--- src/rtl/pipeline_control_if.sv ---
`timescale 1ns/1ps
// Status from ID/EX/MEM into the pipeline controller, enables/flushes/halt/perf counters back out.
// master = core side that drives stage status; slave = the controller.
interface pipeline_control_if #(
    parameter int COUNTER_WIDTH = 32
);
    logic                     id_error;
    logic                     id_is_ebreak;
    logic [4:0]               id_rs1;
    logic [4:0]               id_rs2;
    logic                     id_uses_rs1;
    logic                     id_uses_rs2;
    logic [4:0]               ex_rd;
    logic                     ex_is_load;
    logic                     ex_branch_taken;
    logic                     mem_busy;

    logic                     pc_en;
    logic                     if_id_en;
    logic                     id_ex_en;
    logic                     ex_mem_en;
    logic                     flush_if_id;
    logic                     flush_id_ex;
    logic                     halted;
    logic                     halt_cause;
    logic [COUNTER_WIDTH-1:0] stall_cycles;
    logic [COUNTER_WIDTH-1:0] flush_events;

    modport master (
        output id_error, id_is_ebreak, id_rs1, id_rs2, id_uses_rs1, id_uses_rs2,
               ex_rd, ex_is_load, ex_branch_taken, mem_busy,
        input  pc_en, if_id_en, id_ex_en, ex_mem_en, flush_if_id, flush_id_ex,
               halted, halt_cause, stall_cycles, flush_events
    );

    modport slave (
        input  id_error, id_is_ebreak, id_rs1, id_rs2, id_uses_rs1, id_uses_rs2,
               ex_rd, ex_is_load, ex_branch_taken, mem_busy,
        output pc_en, if_id_en, id_ex_en, ex_mem_en, flush_if_id, flush_id_ex,
               halted, halt_cause, stall_cycles, flush_events
    );
endinterface

--- src/rtl/pipeline_control.sv ---
`timescale 1ns/1ps
// pipeline_control: hazard, squash and halt sequencing for the 5-stage core; enables/flushes are
// zero-latency from state+inputs, mem_busy freezes every stage, counters/halt update on the next edge.
module pipeline_control #(
    parameter int DRAIN_CYCLES  = 3,
    parameter int COUNTER_WIDTH = 32
) (
    input  logic              clk,
    input  logic              rst_n,
    pipeline_control_if.slave ctl
);
    localparam int              DW         = (DRAIN_CYCLES < 1) ? 1 : $clog2(DRAIN_CYCLES + 1);
    localparam logic [DW-1:0]   DRAIN_INIT = DW'(DRAIN_CYCLES);

    typedef enum logic [1:0] {
        ST_RUN    = 2'd0,
        ST_DRAIN  = 2'd1,
        ST_HALTED = 2'd2
    } state_t;

    state_t                   r_state;
    state_t                   w_state_nxt;
    logic [DW-1:0]            r_drain_cnt;
    logic [DW-1:0]            w_drain_cnt_nxt;
    logic                     r_halted;
    logic                     r_halt_cause;
    logic                     w_halt_cause_nxt;
    logic [COUNTER_WIDTH-1:0] r_stall_cycles;
    logic [COUNTER_WIDTH-1:0] r_flush_events;

    logic w_load_use;
    logic w_halt_req;
    logic w_stall_inc;
    logic w_flush_inc;
    logic w_pc_en;
    logic w_if_id_en;
    logic w_id_ex_en;
    logic w_ex_mem_en;
    logic w_flush_if_id;
    logic w_flush_id_ex;

    assign w_load_use = ctl.ex_is_load && (ctl.ex_rd != 5'd0) &&
                        ((ctl.id_uses_rs1 && (ctl.id_rs1 == ctl.ex_rd)) ||
                         (ctl.id_uses_rs2 && (ctl.id_rs2 == ctl.ex_rd)));
    assign w_halt_req = ctl.id_error || ctl.id_is_ebreak;

    always_comb begin
        w_state_nxt      = r_state;
        w_drain_cnt_nxt  = r_drain_cnt;
        w_halt_cause_nxt = r_halt_cause;
        w_stall_inc      = 1'b0;
        w_flush_inc      = 1'b0;
        w_pc_en          = 1'b1;
        w_if_id_en       = 1'b1;
        w_id_ex_en       = 1'b1;
        w_ex_mem_en      = 1'b1;
        w_flush_if_id    = 1'b0;
        w_flush_id_ex    = 1'b0;

        unique case (r_state)
            ST_RUN: begin
                if (ctl.mem_busy) begin
                    w_pc_en     = 1'b0;
                    w_if_id_en  = 1'b0;
                    w_id_ex_en  = 1'b0;
                    w_ex_mem_en = 1'b0;
                    w_stall_inc = 1'b1;
                end else if (ctl.ex_branch_taken) begin
                    // The ID instruction is on the wrong path, so its events are moot.
                    w_flush_if_id = 1'b1;
                    w_flush_id_ex = 1'b1;
                    w_flush_inc   = 1'b1;
                end else if (w_halt_req) begin
                    w_pc_en          = 1'b0;
                    w_if_id_en       = 1'b0;
                    w_flush_id_ex    = 1'b1;
                    w_state_nxt      = ST_DRAIN;
                    w_drain_cnt_nxt  = DRAIN_INIT;
                    w_halt_cause_nxt = ctl.id_error;
                end else if (w_load_use) begin
                    w_pc_en       = 1'b0;
                    w_if_id_en    = 1'b0;
                    w_flush_id_ex = 1'b1;
                    w_stall_inc   = 1'b1;
                end
            end

            ST_DRAIN: begin
                if (ctl.mem_busy) begin
                    w_pc_en     = 1'b0;
                    w_if_id_en  = 1'b0;
                    w_id_ex_en  = 1'b0;
                    w_ex_mem_en = 1'b0;
                    w_stall_inc = 1'b1;
                end else begin
                    w_pc_en       = 1'b0;
                    w_if_id_en    = 1'b0;
                    w_flush_id_ex = 1'b1;
                    // A zero-length drain still spends one edge here before halting.
                    if (r_drain_cnt <= DW'(1)) begin
                        w_state_nxt     = ST_HALTED;
                        w_drain_cnt_nxt = '0;
                    end else begin
                        w_drain_cnt_nxt = r_drain_cnt - DW'(1);
                    end
                end
            end

            ST_HALTED: begin
                w_pc_en     = 1'b0;
                w_if_id_en  = 1'b0;
                w_id_ex_en  = 1'b0;
                w_ex_mem_en = 1'b0;
            end

            default: begin
                w_state_nxt = ST_RUN;
            end
        endcase
    end

    always_ff @(posedge clk or negedge rst_n) begin
        if (!rst_n) begin
            r_state      <= ST_RUN;
            r_drain_cnt  <= '0;
            r_halted     <= 1'b0;
            r_halt_cause <= 1'b0;
        end else begin
            r_state      <= w_state_nxt;
            r_drain_cnt  <= w_drain_cnt_nxt;
            r_halted     <= (w_state_nxt == ST_HALTED);
            r_halt_cause <= w_halt_cause_nxt;
        end
    end

    always_ff @(posedge clk or negedge rst_n) begin
        if (!rst_n) begin
            r_stall_cycles <= '0;
            r_flush_events <= '0;
        end else begin
            if (w_stall_inc && !(&r_stall_cycles)) begin
                r_stall_cycles <= r_stall_cycles + COUNTER_WIDTH'(1);
            end
            if (w_flush_inc && !(&r_flush_events)) begin
                r_flush_events <= r_flush_events + COUNTER_WIDTH'(1);
            end
        end
    end

    assign ctl.pc_en        = w_pc_en;
    assign ctl.if_id_en     = w_if_id_en;
    assign ctl.id_ex_en     = w_id_ex_en;
    assign ctl.ex_mem_en    = w_ex_mem_en;
    assign ctl.flush_if_id  = w_flush_if_id;
    assign ctl.flush_id_ex  = w_flush_id_ex;
    assign ctl.halted       = r_halted;
    assign ctl.halt_cause   = r_halt_cause;
    assign ctl.stall_cycles = r_stall_cycles;
    assign ctl.flush_events = r_flush_events;
endmodule

--- src/flat_wrapper.sv ---
// flat-port wrapper written by rule: the top's interface ports become plain ports
module pipeline_control_flat 
#(
    parameter int DRAIN_CYCLES  = 3,
    parameter int COUNTER_WIDTH = 32
)
  (clk, rst_n, ctl_id_error, ctl_id_is_ebreak, ctl_id_rs1, ctl_id_rs2, ctl_id_uses_rs1, ctl_id_uses_rs2, ctl_ex_rd, ctl_ex_is_load, ctl_ex_branch_taken, ctl_mem_busy, ctl_pc_en, ctl_if_id_en, ctl_id_ex_en, ctl_ex_mem_en, ctl_flush_if_id, ctl_flush_id_ex, ctl_halted, ctl_halt_cause, ctl_stall_cycles, ctl_flush_events);
  pipeline_control_if #(.COUNTER_WIDTH(COUNTER_WIDTH)) ctl_i ();
  input  logic clk;
  input  logic rst_n;
  input wire logic [$bits(ctl_i.id_error)-1:0] ctl_id_error;
  input wire logic [$bits(ctl_i.id_is_ebreak)-1:0] ctl_id_is_ebreak;
  input wire logic [$bits(ctl_i.id_rs1)-1:0] ctl_id_rs1;
  input wire logic [$bits(ctl_i.id_rs2)-1:0] ctl_id_rs2;
  input wire logic [$bits(ctl_i.id_uses_rs1)-1:0] ctl_id_uses_rs1;
  input wire logic [$bits(ctl_i.id_uses_rs2)-1:0] ctl_id_uses_rs2;
  input wire logic [$bits(ctl_i.ex_rd)-1:0] ctl_ex_rd;
  input wire logic [$bits(ctl_i.ex_is_load)-1:0] ctl_ex_is_load;
  input wire logic [$bits(ctl_i.ex_branch_taken)-1:0] ctl_ex_branch_taken;
  input wire logic [$bits(ctl_i.mem_busy)-1:0] ctl_mem_busy;
  output wire logic [$bits(ctl_i.pc_en)-1:0] ctl_pc_en;
  output wire logic [$bits(ctl_i.if_id_en)-1:0] ctl_if_id_en;
  output wire logic [$bits(ctl_i.id_ex_en)-1:0] ctl_id_ex_en;
  output wire logic [$bits(ctl_i.ex_mem_en)-1:0] ctl_ex_mem_en;
  output wire logic [$bits(ctl_i.flush_if_id)-1:0] ctl_flush_if_id;
  output wire logic [$bits(ctl_i.flush_id_ex)-1:0] ctl_flush_id_ex;
  output wire logic [$bits(ctl_i.halted)-1:0] ctl_halted;
  output wire logic [$bits(ctl_i.halt_cause)-1:0] ctl_halt_cause;
  output wire logic [$bits(ctl_i.stall_cycles)-1:0] ctl_stall_cycles;
  output wire logic [$bits(ctl_i.flush_events)-1:0] ctl_flush_events;
  assign ctl_i.id_error = ctl_id_error;
  assign ctl_i.id_is_ebreak = ctl_id_is_ebreak;
  assign ctl_i.id_rs1 = ctl_id_rs1;
  assign ctl_i.id_rs2 = ctl_id_rs2;
  assign ctl_i.id_uses_rs1 = ctl_id_uses_rs1;
  assign ctl_i.id_uses_rs2 = ctl_id_uses_rs2;
  assign ctl_i.ex_rd = ctl_ex_rd;
  assign ctl_i.ex_is_load = ctl_ex_is_load;
  assign ctl_i.ex_branch_taken = ctl_ex_branch_taken;
  assign ctl_i.mem_busy = ctl_mem_busy;
  assign ctl_pc_en = ctl_i.pc_en;
  assign ctl_if_id_en = ctl_i.if_id_en;
  assign ctl_id_ex_en = ctl_i.id_ex_en;
  assign ctl_ex_mem_en = ctl_i.ex_mem_en;
  assign ctl_flush_if_id = ctl_i.flush_if_id;
  assign ctl_flush_id_ex = ctl_i.flush_id_ex;
  assign ctl_halted = ctl_i.halted;
  assign ctl_halt_cause = ctl_i.halt_cause;
  assign ctl_stall_cycles = ctl_i.stall_cycles;
  assign ctl_flush_events = ctl_i.flush_events;
  pipeline_control #(.DRAIN_CYCLES(DRAIN_CYCLES), .COUNTER_WIDTH(COUNTER_WIDTH)) u_core (.clk(clk), .rst_n(rst_n), .ctl(ctl_i));
endmodule
--- config.mk ---
export PLATFORM = sky130hd
export DESIGN_NAME = pipeline_control_flat
export DESIGN_NICKNAME = d
export VERILOG_FILES = /design/src/rtl/pipeline_control_if.sv /design/src/rtl/pipeline_control.sv /design/src/flat_wrapper.sv
export SDC_FILE = /design/constraint.sdc
export NUM_CORES = 1
export LEC_CHECK = 0
export ABC_AREA = 1
export CAP_MARGIN = 20
export CELL_PAD_IN_SITES_DETAIL_PLACEMENT = 0
export CELL_PAD_IN_SITES_GLOBAL_PLACEMENT = 2
export CORE_UTILIZATION = 28
export CTS_CLUSTER_SIZE = 14
export DETAILED_ROUTE_END_ITERATION = 6
export GPL_ROUTABILITY_DRIVEN = 0
export PLACE_DENSITY_LB_ADDON = 0.1
export SLEW_MARGIN = 30
export SYNTH_ARGS = -nofsm -noshare
export SYNTH_HDL_FRONTEND = slang
export SYNTH_SLANG_ARGS = --single-unit
--- constraint.sdc ---
create_clock -name clk -period 1.93 [get_ports clk]
set_input_delay 0.386 -clock clk [delete_from_list [all_inputs] [get_ports clk]]
set_output_delay 0.386 -clock clk [all_outputs]
set_load 0.02 [all_outputs]
Word-level counts from Yosys, hierarchy flattened

Cells that the tools add are included.

Input bits: 24
Output and inout port bits: 72
Logic and storage cells: 72
Register bits: 70

Equality and inequality tests: 9
Order comparisons: 1
Reduce and logical (&&, ||, !) cells: 19
$add $sub $neg: 3
Multiplexer cells: 32
Bitwise operators: 2

Operators with widths:

| cell                                                                              | number |
|---|---|
| 32-bit by 1-bit adder with 32-bit output (second input constant)                  | 2 |
| 32-bit AND reduction                                                              | 2 |
| 2-bit 2-to-1 mux                                                                  | 10 |
| 1-bit 2-to-1 mux                                                                  | 16 |
| 5-bit == test                                                                     | 2 |
| 1-bit case mux with 2 select lines                                                | 4 |
| 1-bit logical AND                                                                 | 6 |
| 2-bit inequality test (second input constant)                                     | 3 |
| 2-bit case mux with 3 select lines                                                | 1 |
| 5-bit AND reduction                                                               | 1 |
| 5-bit nonzero test                                                                | 1 |
| 2-bit == test (second input constant)                                             | 2 |
| 2-bit case mux with 2 select lines                                                | 1 |
| 4-bit AND reduction                                                               | 1 |
| 2-bit OR reduction                                                                | 2 |
| 2-bit by 1-bit == test with 1-bit output (second input constant)                  | 1 |
| 2-bit by 1-bit less-or-equal comparator with 1-bit output (second input constant) | 1 |
| 1-bit zero test                                                                   | 2 |
| 2-bit zero test                                                                   | 1 |
| 1-bit logical OR                                                                  | 2 |
| 2-bit by 1-bit inequality test with 1-bit output (second input constant)          | 1 |
| 1-bit inverter                                                                    | 2 |
| 2-bit nonzero test                                                                | 1 |
| 2-bit by 1-bit subtractor with 2-bit output (second input constant)               | 1 |

Logic depth before layout (Yosys ltp)

Depth after elaboration: 10
Mapped depth: 12
Mapped depth without buffers: 11

Worst setup path before layout

OpenSTA, ideal clock, no wires.

Path kind: register to output
Start: reg u_core.r_state[1]
End: out ctl_pc_en
Data arrival time: 1,516 ps
Setup slack: 28 ps
Stages on the path, launching flop included: 8
Data required time: 1,544 ps
Buffers on the path: 1
Path through: dfrtp_1 > inv_1 > ha_1 > inv_2 > nor2_1 > nand2_1 > o211ai_1 > buf_4

Word-level cells in the longest chain between the ends: 3
Elaborated cells between the ends (all ways): 5
Classes of those cells: eq/ne: 2; mux: 1; reduce/logical: 2

RTL lines:

| what                                                                             | RTL line                | source |
|---|---|---|
| start, declared                                                                  | pipeline_control.sv:21  | `state_t r_state;` |
| start signal, assigned                                                           | pipeline_control.sv:129 | `r_state <= w_state_nxt;` |
| 2-bit == test / 2-bit by 1-bit == test with 1-bit output (equally long branches) | n/a                     |  |
| 2-bit OR reduction (no source line)                                              | n/a                     |  |
| 1-bit case mux with 2 select lines *                                             | n/a                     |  |
| end, declared                                                                    | flat_wrapper.sv:21      | `output wire logic [$bits(ctl_i.pc_en)-1:0] ctl_pc_en;` |

Mark *: on every way between the ends. The rest lies on a longest branch, timed or not.

Worst setup path after layout

Start: reg u_core.r_state[1]
End: out ctl_if_id_en

Word-level cells in the longest chain between the ends: 3
Elaborated cells between the ends (all ways): 5
Classes of those cells: eq/ne: 2; mux: 1; reduce/logical: 2

RTL lines:

| what                                                                             | RTL line               | source |
|---|---|---|
| 2-bit == test / 2-bit by 1-bit == test with 1-bit output (equally long branches) | pipeline_control.sv:60 | `unique case (r_state)` |
| 2-bit OR reduction (no source line)                                              | n/a                    |  |
| 1-bit case mux with 2 select lines *                                             | pipeline_control.sv:60 |  |
| end, declared                                                                    | flat_wrapper.sv:22     | `output wire logic [$bits(ctl_i.if_id_en)-1:0] ctl_if_id_en;` |

Marked as above.

==> flow_summary.yaml <==
final_layout:
  drive_above_1_share: 0.162
  nets: 910
  fillerInstances: 1783
  diodes: 0
  area_delta_synth_final_pct: 43.2
floorplanning:
  fp-row-count: 47
  io_pins: 96
  start_util: 0.287
  die_w_um: 133
  die_h_um: 133
  core_area_sq_um: 16600
  die-area_sq_um: 17600
routing:
  drtIter0Drc: 290
  ant_nets: 0
  drc_errors: 0
  dr_total_vias: 4914
  drt_pre_antenna_iters: 4
  routed_wirelength_um: 15400
  via_per_inst: 4.45
  wl_per_cell_um: 14.0
sta:
  slew_headroom: 0.662
  fmax_mhz: 531
  maxSlewViolCount: 0
  setup_viol: 0
  hold_viol_final: 0
  finalCriticalPeriod_ns: 1.89
  timing.final.crit_share: 0.977
  tightest_slew_ns: 0.503
  clock_skew_ns: 0.00405
  rsz0062_at_grt: "true"
  fin_hold_ws_ns: 0.0515
grt:
  track_usage: 0.181
  grt_max_degree: 71
  grt_pass1_vias: 4810
  antenna_found_initial: 0
  grt_overflow_total: 0
  grt_pass1_wl_um: 25100
clocking:
  htree_levels: 3
  cts_sinks: 70
  cts_tree: "yes"
  clkLatencyLatePin_ns: 0.34
  cts.clk_slew.worst_paths_ns: 0.06
  clock_path_buffers: 2
  cts_buffers: 9
  clock-root-buffer: "clkbuf_16"
  cts_hold_buf: 0
synthesis:
  yosys.area.top_type: "dfrtp_1"
  yosysUniqueCellTypes: 28
  synth.net_count: 748
  syn-cell-area_sq_um: 4780
  avgSynthCellArea_sq_um: 6.65
  yosys-top-cells-area: "dfrtp_1 37%, nand2_1 23%, nor2_1 7.2%, xor2_1 6.6%, nand3_1 5.8%"
  ys_seq_area_frac: 0.367
  synth_top_area_share: 0.367
  syn_inst: 718
  synth_seq_cells: 70
  synth_warnings: 0
setup_path:
  cp.required_ns: 1.54
  r2r_slack_ns: 0.13
  critPathKind: "flip-flop to output pin"
  r2r-start: "u_core.ctl.flush_events[0]"
  crit_path_end_kind: "output pin"
  cp-start-kind: "flip-flop"
  cp.arrival_ns: 1.50
  rr_worst_depth: 11
  worst-path-max-fanout: 3
  r2r_end: "u_core.ctl.flush_events[27]"
hold_path:
  hp-class: "primary input to async pin"
pwr:
  power_switching_mw: 2.12
  leakagePower_nw: 3.26
  p_int_mw: 3.59
  powerDensity_nw_per_um2: 835
  p_clk_frac: 0.277
  vdd_drop_max_v: 0.000707
  p_total_mw: 5.71
  p_seq_frac: 0.312
  combPwrFrac: 0.411
  swShare: 0.371
place:
  port_buffers: 95
  dp_hpwl_um: 11500
run:
  maxCapViolCount: 0
status:
  status: "finished clean"
==> how the worst max path moves through the flow <==
stage / from / end / slack, ns / cells after the start
after global placement: ctl_ex_rd[4] / ctl_flush_id_ex / -0.67 / 12
after CTS: ctl_ex_rd[4] / ctl_pc_en / 0.008 / 11
after detailed placement: ctl_ex_rd[4] / ctl_flush_id_ex / -0.67 / 12
after floorplan: u_core.r_state[1] / ctl_pc_en / 0.03 / 7
final: u_core.r_state[1] / ctl_if_id_en / 0.04 / 7
after global routing: u_core.r_state[1] / ctl_if_id_en / -0.04 / 7
==> what timing repair did <==
| action | CTS | global route |
|---|---|---|
| resized for setup | 56 | 38 |
| pin swaps | 12 | 10 |
| gates cloned | 0 | 3 |
| setup buffers | 3 | 5 |
| endpoints found under the setup margin | 28 | 66 |
==> layout by cell type, fill, tap and decap left out, drive strengths merged, types with 3 or more instances in the layout <==
cell type and n:
nand2 295, nor2 94, buf 76, dfrtp 70
clkdlybuf4s50 69, inv 69, nand3 57, xor2 36
nor3 25, clkbuf 18, nand4 13, nand3b 11
xnor2 9, dlygate4sd2 9, o21ai 9, ha 6
clkdlybuf4s15 6, clkinv 4, o211ai 3
==> sequential cells by signal (all words and copies together) (netlist names) <==
name / count
u_core.ctl.halt_cause: 1
u_core.r_drain_cnt: 2
u_core.r_state: 2
u_core.ctl.flush_events: 32
u_core.ctl.halted: 1
u_core.ctl.stall_cycles: 32
==> critical path, stage by stage, from the launching register on <==
cell	delay [ns]
dfrtp_1	0.39
inv_2	0.08
ha_4	0.14
inv_2	0.04
nor2_4	0.10
nand3_1	0.09
o211ai_1	0.13
buf_4	0.19
==> cells by family after synthesis <==
kind of cell	share of synthesized area
buffers and inverters	0.0804
muxes	0.00236
DFF	0.367
and+or+nand+nor	0.437
xor gates and xnor gates	0.0825
adders and majority gates	0.0157
AOI/OAI and AO/OA	0.0152
==> power by group through the flow <==
stage          clock, mW  sequential, mW  combinational, mW
2_1_floorplan          0            1.95               1.01
3_3_place_gp           0            1.80               2.16
3_5_place_dp           0            1.81               2.17
4_1_cts             1.63            1.79               2.18
5_1_grt             1.70            1.81               2.57
6_report            1.58            1.78               2.35
==> cell type report <==
type,count,area [sq um],share of cell area
Tap cell,220,275,0.0403
Timing Repair Buffer,168,1560,0.228
Clock inverter,5,35.0,0.00512
Multi-Input combinational cell,562,2710,0.396
Inverter,69,259,0.0379
Clock buffer,11,243,0.0355
Sequential cell,70,1760,0.257
==> cell usage after synthesis <==
library cell / instances
and2_1: 1
buf_6: 5
nand2_1: 293
nor2_2: 2
mux2_2: 1
a21oi_1: 1
ha_1: 6
xor2_1: 36
o21ai_1: 1
buf_2: 7
nand3_1: 55
nor2_1: 92
inv_2: 7
nand2_4: 1
buf_4: 4
nor3_1: 22
dfrtp_1: 70
xnor2_1: 9
nor3_2: 3
o211ai_1: 3
nor4_1: 1
nand3_2: 2
nand2_2: 1
nand3b_1: 11
inv_1: 62
o21ai_0: 8
clkbuf_1: 1
nand4_1: 13
==> stage by stage <==
stage	instance area, sq um	TNS, ns	std cells	util	setup slack [ns]
final	6840	0	1105	0.411	0.0450
after global routing	6840	-0.131	1105	0.411	-0.0446
after CTS	6700	0	1097	0.403	0.00838
after detailed placement	6400	-12.90	1078	0.385	-0.670
after global placement	6400	-13.16	1078	0.385	-0.674
after floorplan	4780	0	718	-	0.0280
==> routing by layer <==
layer  GRT usage  vias to the layer above  part of all wire
li1            -                     2565                 -
met1       0.273                     2222              0.53
met2       0.263                      108              0.42
met3      0.0287                       19             0.041
met4      0.0536                        0             0.013
met5           0                        -                 0
Power figures use the tool's default switching activity.
==> variant (same flow settings) <==
Re-encode `state_t` (3 states) as one-hot, 3 bits wide.
--- a/src/rtl/pipeline_control.sv
+++ b/src/rtl/pipeline_control.sv
@@ -13,8 +13,8 @@
     localparam logic [DW-1:0]   DRAIN_INIT = DW'(DRAIN_CYCLES);
 
-    typedef enum logic [1:0] {
-        ST_RUN    = 2'd0,
-        ST_DRAIN  = 2'd1,
-        ST_HALTED = 2'd2
+    typedef enum logic [2:0] {
+        ST_RUN    = 3'b001,
+        ST_DRAIN  = 3'b010,
+        ST_HALTED = 3'b100
     } state_t;
 
Behaviour: no difference found for any inputs over 10 cycles, from zero or initial values and one cycle with rst_n low; not proved beyond that.
==> variant against the unedited design <==
  * Non-clock buffer count is 14 higher
  * Final area is 5.0% higher
  * Total power is 9.1% higher
  * Setup slack worse by 0.10 ns
  * The run now ends with setup timing left
  * Sequential cell count is 1 higher
  * Via count is 7.7% higher
  * Synthesized area is 1.6% higher
  * Routed wire length is 7.5% higher
==> variant: results (changes against the unedited design) <==
| Metric | Value |
|---|---|
| Status | complete, but fails checks |
| Violated checks | setup timing |
| Post-Route WL | 16610 um (+7.5%) |
| Reg area | 1784 um^2 (+1.5%) |
| Met2 wire length | 7183 um (+11%) |
| DR vias | 5290 (+7.7%) |
| Post-synthesis sequential area ratio | 0.3664 (about the same) |
| Share of layout cells above drive strength 1 | 0.1679 (+0.006357) |
| Top cells by count, synth | nand2_1, nor2_1, nand3_1 |
| Multi-input combinational area share | 0.3935 (-0.002824) |
| Leak pwr | 3.478 nW (+6.7%) |
| Final setup viols | 5 (+5) |
| DP Area | 6535 um^2 (+2.1%) |
| First-pass GRT wire length | 26270 um (+4.5%) |
| Met3 Routed Length | 914 um (+43%) |
| Hold Crit Class | reg -> reg |
| Post-placement cell count | 1105 (+2.5%) |
| Multiplexer area fraction after synthesis | 0 (-0.002358) |
| Worst vdd ir | 1052 uV (+49%) |
| DR iter-0 viols | 317 (+9.3%) |
| DP Wirelength | 12670 um (+10%) |
| Multi-input combinational cell area | 2825 um^2 (+4.2%) |
| Gr usage total | 0.1895 (+0.008311) |
| DR pass1 iterations | 5 (+1) |
| Buffering overhead | 0.2349 (+0.007113) |
| Seq Cell Count | 71 (+1.4%) |
| Cells after synthesis | 735 (+2.4%) |
| Non-clk bufs | 182 (+8.3%) |
| Fin Setup TNS | -0.2008 ns (-0.2008 ns) |
| Met1 WL | 8272 um (+1.9%) |
| XOR/XNOR share of the synthesized area | 0.07040 (-0.01213) |
| Number of global-route vias before repair | 5049 (+5.0%) |
| CP peak stage delay | 0.55 ns (+0.16 ns) |
| Multi-input combinational cell count | 580 (+3.2%) |
| Combinational share of power | 0.386 (-0.025) |
| Filler Cell Count | 1728 (-3.1%) |
| Nets@finish | 938 (+3.1%) |
| Area growth from synthesis to layout | 47.96% |
| Final setup margin | -0.05606 ns (-0.1011 ns) |
| Adder-Cell Fraction of Synth Area | 0.005157 (-0.01056) |
| Area fraction in compound gates after synthesis | 0.02218 (+0.006981) |
| Inverters, non-clock | 68 (-1.4%) |
| Worst Path Arrival | 1.60 ns (+0.10 ns) |
| Dpl ws | -0.6774 ns (-0.007056 ns) |
| Crit-path slowest cell | dfstp_2 |
| Netlist cell types | 30 (+7.1%) |
variant: cell types whose count changed after synthesis, sizes merged, moves of 2 or more:
cell    before  now
nand3       57   71
nand3b      11    7
o21ai        9   19
nor2        94   82
o211ai       3    0
ha           6    2
xnor2        9   11
xor2        36   28
nor3        25   31
nand2      295  311
variant: path summary, 6_finish.rpt:
check	startpoint	end	slack, ns	depth (start not counted)
max	u_core.r_state[0]$_DFF_PN1_	ctl_flush_id_ex	-0.06	6
min	u_core.ctl.halt_cause$_DFFE_PN0P_	u_core.ctl.halt_cause$_DFFE_PN0P_	0.49	2
max reg2reg	u_core.ctl.stall_cycles[7]$_DFFE_PN0P_	u_core.ctl.stall_cycles[1]$_DFFE_PN0P_	0.09	8
min reg2reg	u_core.ctl.halt_cause$_DFFE_PN0P_	u_core.ctl.halt_cause$_DFFE_PN0P_	0.49	2
max in group asynchronous	rst_n	u_core.ctl.flush_events[9]$_DFFE_PN0P_	0.88	3
min in group asynchronous	rst_n	u_core.ctl.stall_cycles[26]$_DFFE_PN0P_	0.50	2
variant: timing repair:
item	4_1_cts	5_1_grt
setup buffers	7	6
setup endpoints to repair	7	68
resized for setup	61	43
pin swaps	15	5
endpoints found under the hold margin	23	0
gates cloned	0	3
hold buffers	1	0
variant: worst reg2reg max path, cell delays in order, from the launching register on:
cell	delay [ns]
dfrtp_1	0.45
nand2_1	0.13
nor2_2	0.22
nand2_2	0.18
nor2_4	0.19
nand4_4	0.16
buf_4	0.25
nand3_1	0.10
nand2_1	0.05
variant: metal layers:
metal	up-vias	global-route usage
li1	2667	-
met1	2456	0.2710
met2	152	0.2850
met3	15	0.03539
met4	0	0.06250
met5	-	0
